**src/rtl/sigmoid_bwd.sv**
```systemverilog
// rtl/sigmoid_bwd.sv - sigmoid backward pass: grad_out = grad_in * y * (1 - y), Q16.16
// Two serial shift-add multiplies; one operand pair in flight at a time.
module sigmoid_bwd #(
    parameter int DATA_W = 32,
    parameter int FRAC_W = 16
) (
    input  logic              clk,
    input  logic              rst,
    input  logic              en,
    input  logic              in_valid,
    output logic              in_ready,
    input  logic [DATA_W-1:0] y_in,
    input  logic [DATA_W-1:0] grad_in,
    output logic              out_valid,
    input  logic              out_ready,
    output logic [DATA_W-1:0] grad_out,
    output logic [DATA_W-1:0] dsig_out,
    output logic              clamp_flag
);
    localparam int CW  = $clog2(FRAC_W + 1);
    localparam int DIW = $clog2(FRAC_W);
    localparam int YW  = FRAC_W + 1;
    localparam int P1W = 2 * YW;
    localparam int P2W = 2 * DATA_W;

    localparam logic [DATA_W-1:0] ONE    = DATA_W'(1) << FRAC_W;
    localparam logic [YW-1:0]     ONE_Y  = YW'(1) << FRAC_W;
    localparam logic [CW-1:0]     CNT_M1 = CW'(FRAC_W);
    localparam logic [CW-1:0]     CNT_M2 = CW'(FRAC_W - 1);

    typedef enum logic [2:0] {
        S_IDLE,
        S_CLAMP,
        S_MUL1,
        S_MUL2,
        S_ROUND,
        S_DONE
    } state_t;

    state_t state, state_nx;

    logic [CW-1:0]     cnt;
    logic [DATA_W-1:0] y_raw;
    logic [DATA_W-1:0] grad_r;
    logic [YW-1:0]     y_c;
    logic [YW-1:0]     om;
    logic              clamp_r;
    logic [P1W-1:0]    acc1;
    logic [FRAC_W-1:0] d_r;
    logic [P2W-1:0]    acc2;

    logic [DATA_W-1:0] y_clamped;
    logic              clamp_hit;
    logic [P1W-1:0]    mul1_sum;
    logic [P2W-1:0]    grad_ext;
    logic [P2W-1:0]    mul2_sum;

    assign in_ready  = (state == S_IDLE);
    assign out_valid = (state == S_DONE);

    always_comb begin
        state_nx = state;
        case (state)
            S_IDLE:  if (in_valid)         state_nx = S_CLAMP;
            S_CLAMP:                       state_nx = S_MUL1;
            S_MUL1:  if (cnt == CNT_M1)    state_nx = S_MUL2;
            S_MUL2:  if (cnt == CNT_M2)    state_nx = S_ROUND;
            S_ROUND:                       state_nx = S_DONE;
            S_DONE:  if (out_ready)        state_nx = S_IDLE;
            default:                       state_nx = S_IDLE;
        endcase
    end

    always_ff @(posedge clk or posedge rst) begin
        if (rst) begin
            state <= S_IDLE;
        end else if (en) begin
            state <= state_nx;
        end
    end

    // The counter restarts on every state change so each multiply phase counts from 0.
    always_ff @(posedge clk or posedge rst) begin
        if (rst) begin
            cnt <= '0;
        end else if (en) begin
            if (state_nx != state) begin
                cnt <= '0;
            end else begin
                cnt <= cnt + 1'b1;
            end
        end
    end

    always_comb begin
        y_clamped = y_raw;
        clamp_hit = 1'b0;
        if (y_raw[DATA_W-1]) begin
            y_clamped = '0;
            clamp_hit = 1'b1;
        end else if (y_raw > ONE) begin
            y_clamped = ONE;
            clamp_hit = 1'b1;
        end
    end

    assign grad_ext = {{DATA_W{grad_r[DATA_W-1]}}, grad_r};
    assign mul1_sum = acc1 + (om[cnt] ? ({{YW{1'b0}}, y_c} << cnt) : '0);
    assign mul2_sum = acc2 + (d_r[cnt[DIW-1:0]] ? (grad_ext << cnt) : '0);

    always_ff @(posedge clk or posedge rst) begin
        if (rst) begin
            y_raw      <= '0;
            grad_r     <= '0;
            y_c        <= '0;
            om         <= '0;
            clamp_r    <= 1'b0;
            acc1       <= '0;
            d_r        <= '0;
            acc2       <= '0;
            grad_out   <= '0;
            dsig_out   <= '0;
            clamp_flag <= 1'b0;
        end else if (en) begin
            case (state)
                S_IDLE: begin
                    if (in_valid) begin
                        y_raw  <= y_in;
                        grad_r <= grad_in;
                    end
                end
                S_CLAMP: begin
                    y_c     <= y_clamped[YW-1:0];
                    om      <= ONE_Y - y_clamped[YW-1:0];
                    clamp_r <= clamp_hit;
                    acc1    <= '0;
                end
                S_MUL1: begin
                    acc1 <= mul1_sum;
                    if (cnt == CNT_M1) begin
                        d_r  <= mul1_sum[2*FRAC_W-1:FRAC_W];
                        acc2 <= '0;
                    end
                end
                S_MUL2: begin
                    acc2 <= mul2_sum;
                end
                S_ROUND: begin
                    // Taking the upper slice of the two's complement product floors toward -inf.
                    grad_out   <= acc2[FRAC_W+DATA_W-1:FRAC_W];
                    dsig_out   <= DATA_W'(d_r);
                    clamp_flag <= clamp_r;
                end
                default: ;
            endcase
        end
    end
endmodule

```
**config.mk**
```make
export PLATFORM = sky130hd
export DESIGN_NAME = sigmoid_bwd
export DESIGN_NICKNAME = d
export VERILOG_FILES = /design/src/rtl/sigmoid_bwd.sv
export SDC_FILE = /design/constraint.sdc
export NUM_CORES = 1
export LEC_CHECK = 0
export ABC_AREA = 1
export ABC_CLOCK_PERIOD_IN_PS = 10300
export CAP_MARGIN = 10
export CELL_PAD_IN_SITES_DETAIL_PLACEMENT = 0
export CELL_PAD_IN_SITES_GLOBAL_PLACEMENT = 1
export CORE_ASPECT_RATIO = 1.5
export CORE_MARGIN = 3
export CORE_UTILIZATION = 40
export DETAILED_ROUTE_END_ITERATION = 8
export PLACE_DENSITY_LB_ADDON = 0.1
export SYNTH_ARGS = -nofsm -noshare
export SYNTH_HDL_FRONTEND = slang
export SYNTH_SLANG_ARGS = --single-unit
```
**constraint.sdc**
```tcl
create_clock -name clk -period 10.3 [get_ports clk]
set_input_delay 3.09 -clock clk [delete_from_list [all_inputs] [get_ports clk]]
set_output_delay 3.09 -clock clk [all_outputs]
set_load 0.01 [all_outputs]
```
==> flow_metrics.py, run 1 <==
metrics = {
    "power": {
        "p_sw_share_pct": 49.5,
        "p_sw_mw": 3.11,
        "powerDensity_nw_per_um2": 295,
        "leakage_nw": 10.3,
        "power_frac_seq_pct": 26.2,
        "combPwrFrac_pct": 57.3,
        "ir_worst_vdd_uv": 169,
        "intPower_mw": 3.17,
        "pwr-share-clk_pct": 16.5,
    },
    "setup_path": {
        "critPathMaxFanout": 36,
        "cp_data_required_time_ns": 10.79,
        "startpoint_type": "input pin",
        "r2r_cells": 19,
        "worst_setup_path_end_kind": "flip-flop",
        "rr_startpoint": "cnt[0]$_DFFE_PP0P_",
        "crit_type": "in2reg",
        "reg2reg_slack_ns": 4.85,
        "reg2reg_to": "acc2[35]$_DFFE_PP0P_",
        "crit_arrival_ns": 6.13,
    },
    "sta": {
        "finClkSkew_ns": 0.0132,
        "drv_slew": 0,
        "rsz0062_at_grt": "false",
        "finalSetupViolCount": 0,
        "min_period_ns": 5.64,
        "slew_headroom_pct": 29.0,
        "max_freq_ghz": 0.177,
        "min_period_over_period_pct": 54.8,
        "tightest_slew_ns": 1.06,
        "hold_viol_final": 0,
        "finalSetupTns_ns": 0,
    },
    "min_path": {
        "hold_depth": 2,
        "hold_end": "dsig_out[10]$_DFFE_PP0P_",
        "holdCritPathClass": "reg2reg",
        "worstHoldStart": "dsig_out[10]$_DFFE_PP0P_",
    },
    "global_routing": {
        "grt_use_total_pct": 26.3,
        "grt_pass1_wl_um": 104000,
        "antenna_found_initial": 0,
        "first_global_vias": 17900,
        "overflow": 0,
        "grt_max_degree": 139,
    },
    "floorplanning": {
        "die_y_um": 272,
        "die_w_um": 183,
        "start_util_pct": 40.9,
        "die_area_um2": 49900,
        "ioPinCount": 136,
        "num_rows": 96,
        "core_area_um2": 46200,
    },
    "yosys": {
        "syn_avg_cell_area_um2": 6.91,
        "synth.distinct_cells": 61,
        "netlist_area_um2": 18900,
        "syn-instance-count": 2734,
        "synth_edf_count": 0,
        "ys_seq_elements": 251,
        "synthFlopType": "dfrtp_1",
        "async_flop_share_pct": 100,
        "ys_warn_count": 0,
        "seq_area_frac_synth_pct": 33.2,
    },
    "routing": {
        "wl_per_cell_um": 19.5,
        "vias": 18300,
        "drc": 0,
        "drt_iter0_drc": 1218,
        "first_pass_iters": 8,
        "wl_um": 66400,
        "viasPerCell": 5.37,
        "ant_nets": 0,
    },
    "cells_and_area": {
        "diodes": 0,
        "drive_above_1_share_pct": 6.98,
        "mostFrequentLayoutCells": "nand2_1 (767), nor2_1 (274), inv_1 (249)",
        "layout_commonest_cell": "nand2_1",
        "final_nets": 2953,
        "finalCoreUtilization_pct": 46.0,
        "syn2layout_area_growth_pct": 12.7,
        "fillers": 4862,
    },
    "clocking": {
        "tritoncts": "built",
        "cts_buffers": 28,
        "numClockSinks": 251,
        "clockBufferDepth": 3,
        "clock_latency_ns": 0.58,
        "cts_resized": 0,
        "cts_hold_buffers": 0,
        "postCtsSetupBuffers": 0,
        "path_clk_slew_ns": 0.06,
        "cts_root_buf": "clkbuf_16",
        "ctsHtreeMaxLevel": 1,
    },
    "placement": {
        "io_buffers": 119,
        "dp.final_hpwl_um": 53200,
        "gp_congestion": 0.982,
    },
    "run": {
        "maxCapViolations": 0,
    },
    "run_status": {
        "outcome": "completed",
    },
}
## how the worst max path moves through the flow
stage	start	to	slack (ns)	depth (start not counted)
after floorplan	rst	acc1[0]$_DFFE_PP0P_	0.31	1
after global placement	en	acc2[28]$_DFFE_PP0P_	4.12	6
after detailed placement	en	acc2[18]$_DFFE_PP0P_	4.06	6
after CTS	en	acc2[30]$_DFFE_PP0P_	4.68	6
after global routing	en	acc2[30]$_DFFE_PP0P_	4.40	6
final	en	acc2[26]$_DFFE_PP0P_	4.66	6
## cells by family (layout without fill, tap and decap cells)
kind of cell             Yosys count  after routing  share of synthesized area, %
other                              1             16                        0.0198
XOR/XNOR                          20             20                         0.967
adder cells (fa/ha/maj)           84             84                          5.64
flip-flops                       251            251                          33.2
AO/OA/AOI/OAI                    554            554                          16.4
multiplexers                      74             74                          4.38
AND/OR/NAND/NOR                 1373           1373                          30.5
buffers and inverters            377            449                          8.86
## state kept, by name, summed over array words and instances, names as in the netlist, 3 cells and up
| register | count |
|---|---|
| acc2 | 48 |
| state | 3 |
| cnt | 5 |
| y_raw | 32 |
| om | 16 |
| dsig_out | 16 |
| y_c | 17 |
| grad_r | 32 |
| acc1 | 32 |
| d_r | 16 |
| grad_out | 32 |
## cells in the mapped netlist, drive strengths merged (8+ instances only)
cell / n / area share (%)
a21boi: 11 / 0.44
nand4: 23 / 0.76
ha: 82 / 5.4
nor3: 24 / 0.66
dfrtp: 251 / 33
inv: 263 / 5.3
o21bai: 12 / 0.48
and2: 8 / 0.26
nand2: 784 / 16
clkbuf: 22 / 0.44
o21ai: 262 / 7.0
buf: 92 / 3.2
a31oi: 16 / 0.56
nand3b: 11 / 0.44
nor2: 284 / 5.9
or2: 14 / 0.46
a21o: 11 / 0.44
o31ai: 9 / 0.36
nand3: 221 / 6.0
a21oi: 165 / 4.4
xor2: 18 / 0.87
o22ai: 27 / 0.93
mux2: 70 / 4.2
o21a: 13 / 0.52
## power groups by stage
stage	combinational (mW)	sequential [mW]	clock (mW)
after floorplan	2.51	1.58	0
after global placement	3.56	1.66	0
after detailed placement	3.57	1.67	0
after CTS	3.58	1.65	1.07
after global routing	4.02	1.70	1.11
final	3.60	1.65	1.04
## through the flow
step / setup slack (ns) / hold WS, ns / cell area (um2) / cells / total power [mW]
after global placement: 4.12 / 0.466 / 20400 / 3358 / 5.22
final: 4.66 / 0.481 / 21300 / 3409 / 6.28
after detailed placement: 4.06 / 0.469 / 20400 / 3358 / 5.24
after CTS: 4.68 / 0.486 / 21300 / 3409 / 6.31
after floorplan: 0.310 / 0.442 / 19000 / 2749 / 4.09
after global routing: 4.40 / 0.506 / 21300 / 3409 / 6.83
## worst max-delay path, cell delays in order
cell and delay, ns:
clkdlybuf4s50_1 0.79, nand2_2 0.53, inv_2 0.25, nor2_4 0.85, inv_2 0.33, o22ai_1 0.26
## layer usage
metal / vias up / wire (um) / track usage, %
met5: - / 0 / 0
met3: 84 / 2390 / 2.22
met4: 0 / 1820 / 7.04
met2: 435 / 33200 / 46.9
li1: 9172 / - / -
met1: 8620 / 29000 / 34.0
## area by class of cell
cell class	instances	area [um2]	area share, %
multi-input cells	2121	11000	51.7
repair buffers	135	1320	6.22
flip-flops and latches	251	6280	29.5
clock inverters	10	116	0.546
clock buffers	41	821	3.85
inverters	263	1000	4.70
well taps	588	736	3.46
Power figures use the tool's default switching activity.
==> run 2, diff against run 1 <==
--- a/config.mk
+++ b/config.mk
@@ -6,7 +6,7 @@
 export NUM_CORES = 1
 export LEC_CHECK = 0
 export ABC_AREA = 1
-export ABC_CLOCK_PERIOD_IN_PS = 10300
+export ABC_CLOCK_PERIOD_IN_PS = 5000
 export CAP_MARGIN = 10
 export CELL_PAD_IN_SITES_DETAIL_PLACEMENT = 0
 export CELL_PAD_IN_SITES_GLOBAL_PLACEMENT = 1
==> constraint.sdc (replaced) <==
create_clock -name clk -period 5 [get_ports clk]
set_input_delay 1.5 -clock clk [delete_from_list [all_inputs] [get_ports clk]]
set_output_delay 1.5 -clock clk [all_outputs]
set_load 0.01 [all_outputs]
==> flow_metrics.py, run 2 (synthesized netlist as in run 1, its figures left out) <==
metrics = {
    "power": {
        "powerDensity_nw_per_um2": 616,
        "leakage_nw": 10.5,
        "ir_worst_vdd_uv": 312,
    },
    "sta": {
        "finalSetupTns_ns": 0,
        "min_period_over_period_pct": 92.4,
        "finalSetupViolCount": 0,
        "rsz0062_at_grt": "false",
        "max_freq_ghz": 0.216,
        "hold_viol_final": 0,
        "tightest_slew_ns": 0.857,
        "min_period_ns": 4.62,
        "drv_slew": 0,
        "finClkSkew_ns": 0.0282,
        "slew_headroom_pct": 42.9,
    },
    "setup_path": {
        "worst_setup_path_end_kind": "flip-flop",
        "cp_data_required_time_ns": 5.46,
        "crit_type": "reg2reg",
        "startpoint_type": "flip-flop",
        "critPathMaxFanout": 46,
        "reg2reg_slack_ns": 0.38,
        "crit_arrival_ns": 5.08,
    },
    "routing": {
        "drt_iter0_drc": 1426,
        "ant_nets": 0,
        "first_pass_iters": 8,
        "drc": 0,
        "wl_per_cell_um": 20.5,
        "wl_um": 70500,
        "vias": 18900,
        "viasPerCell": 5.51,
    },
    "cells_and_area": {
        "stdcell_count": 3432,
        "final_nets": 2976,
        "mostFrequentLayoutCells": "nand2_1 (766), nor2_1 (274), inv_1 (249)",
        "largest_reg_flops": 48,
        "diodes": 0,
        "drive_above_1_share_pct": 7.95,
        "regMostFlops": "acc2",
        "layout_commonest_cell": "nand2_1",
        "syn2layout_area_growth_pct": 14.3,
    },
    "placement": {
        "io_buffers": 119,
        "dp.final_hpwl_um": 56500,
        "gp_congestion": 0.987,
        "dp_cells": 3380,
    },
    "clocking": {
        "clockBufferDepth": 3,
        "numClockSinks": 251,
        "path_clk_slew_ns": 0.06,
        "ctsHtreeMaxLevel": 1,
        "cts_buffers": 29,
        "postCtsSetupBuffers": 0,
        "clock_latency_ns": 0.61,
        "tritoncts": "built",
        "cts_root_buf": "clkbuf_16",
        "cts_hold_buffers": 0,
    },
    "floorplanning": {
        "ioPinCount": 136,
        "start_util_pct": 40.9,
        "num_rows": 96,
        "die_y_um": 272,
        "core_area_um2": 46200,
        "die_w_um": 183,
        "die_area_um2": 49900,
    },
    "global_routing": {
        "antenna_found_initial": 0,
        "grt_pass1_wl_um": 108000,
        "overflow": 0,
        "grt_max_degree": 88,
        "first_global_vias": 18600,
        "grt_use_total_pct": 27.7,
    },
    "min_path": {
        "holdCritPathClass": "reg2reg",
    },
    "run_status": {
        "outcome": "completed",
    },
    "run": {
        "maxCapViolations": 0,
    },
}
run 2: cell types whose count changed in the layout (fill, tap and decap cells not counted), sizes merged:
cell	before	now
clkinv	6	8
bufinv	2	4
buf	16	38
clkinvlp	2	4
clkbuf	41	35
inv	263	264
run 2: routing by layer:
metal	track usage, %	part of all wire (%)	vias to the layer above
met3	2.54	5.0	126
li1	-	-	9213
met1	35.3	42	8968
met2	49.4	50	596
met5	0	0	-
met4	8.69	3.4	0
run 2: area by class of cell:
type | count | area, um2
Fill cell | 4827 | 24600
Multi-Input combinational cell | 2121 | 11000
Sequential cell | 251 | 6280
Timing Repair Buffer | 157 | 1550
Inverter | 263 | 996
Clock buffer | 35 | 778
Tap cell | 588 | 736
Clock inverter | 17 | 230
run 2: critical path, cell delays in order (launching register included):
cell     delay, ns
dfrtp_2       0.52
inv_6         0.31
nand2_1       0.09
nand3_1       0.08
nand2_1       0.07
nand2_1       0.07
nand2_2       0.10
nor2_8        0.27
nand2_4       0.22
o32ai_1       0.61
ha_1          0.33
nand2_1       0.13
nor2_1        0.29
nand2_1       0.22
nor4_1        0.52
a21oi_1       0.24
or2_0         0.25
nand3_1       0.07
o21ai_1       0.07
run 2: report_power, final:
group	leakage (nW)	internal (mW)	switching [mW]	total [mW]
registers	3.18	2.79	0.619	3.41
clock network	0.486	1.33	0.974	2.30
logic	6.79	2.58	5.02	7.60
total	10.5	6.69	6.61	13.3
run 2: final timing paths:
path	depth (start not counted)	from	to
worst min-delay path	2	grad_out[1]$_DFFE_PP0P_	grad_out[1]$_DFFE_PP0P_
worst max register to register	18	cnt[0]$_DFFE_PP0P_	acc2[20]$_DFFE_PP0P_
worst max-delay path	18	cnt[0]$_DFFE_PP0P_	acc2[20]$_DFFE_PP0P_
worst min register to register	2	grad_out[1]$_DFFE_PP0P_	grad_out[1]$_DFFE_PP0P_
max in group asynchronous	3	rst	grad_out[30]$_DFFE_PP0P_
min in group asynchronous	2	rst	acc1[29]$_DFFE_PP0P_
run 2: per-stage QoR:
stage | util, % | hold slack (ns) | cell area [um2] | total power, mW | setup slack, ns
floorplan | - | 0.442 | 19000 | 8.42 | 0.198
global placement | 44.5 | 0.464 | 20600 | 10.9 | -0.199
detailed placement | 44.5 | 0.468 | 20600 | 10.9 | -0.123
CTS | 46.7 | 0.485 | 21600 | 13.3 | 0.142
global route | 46.7 | 0.506 | 21600 | 14.3 | 0.0348
finish | 46.7 | 0.483 | 21600 | 13.3 | 0.379
run 2: what timing repair did:
| action | in CTS | in global routing |
|---|---|---|
| hold endpoints to repair | 0 | 0 |
| resized for setup | 1 | 2 |
| endpoints found under the setup margin | 2 | 3 |
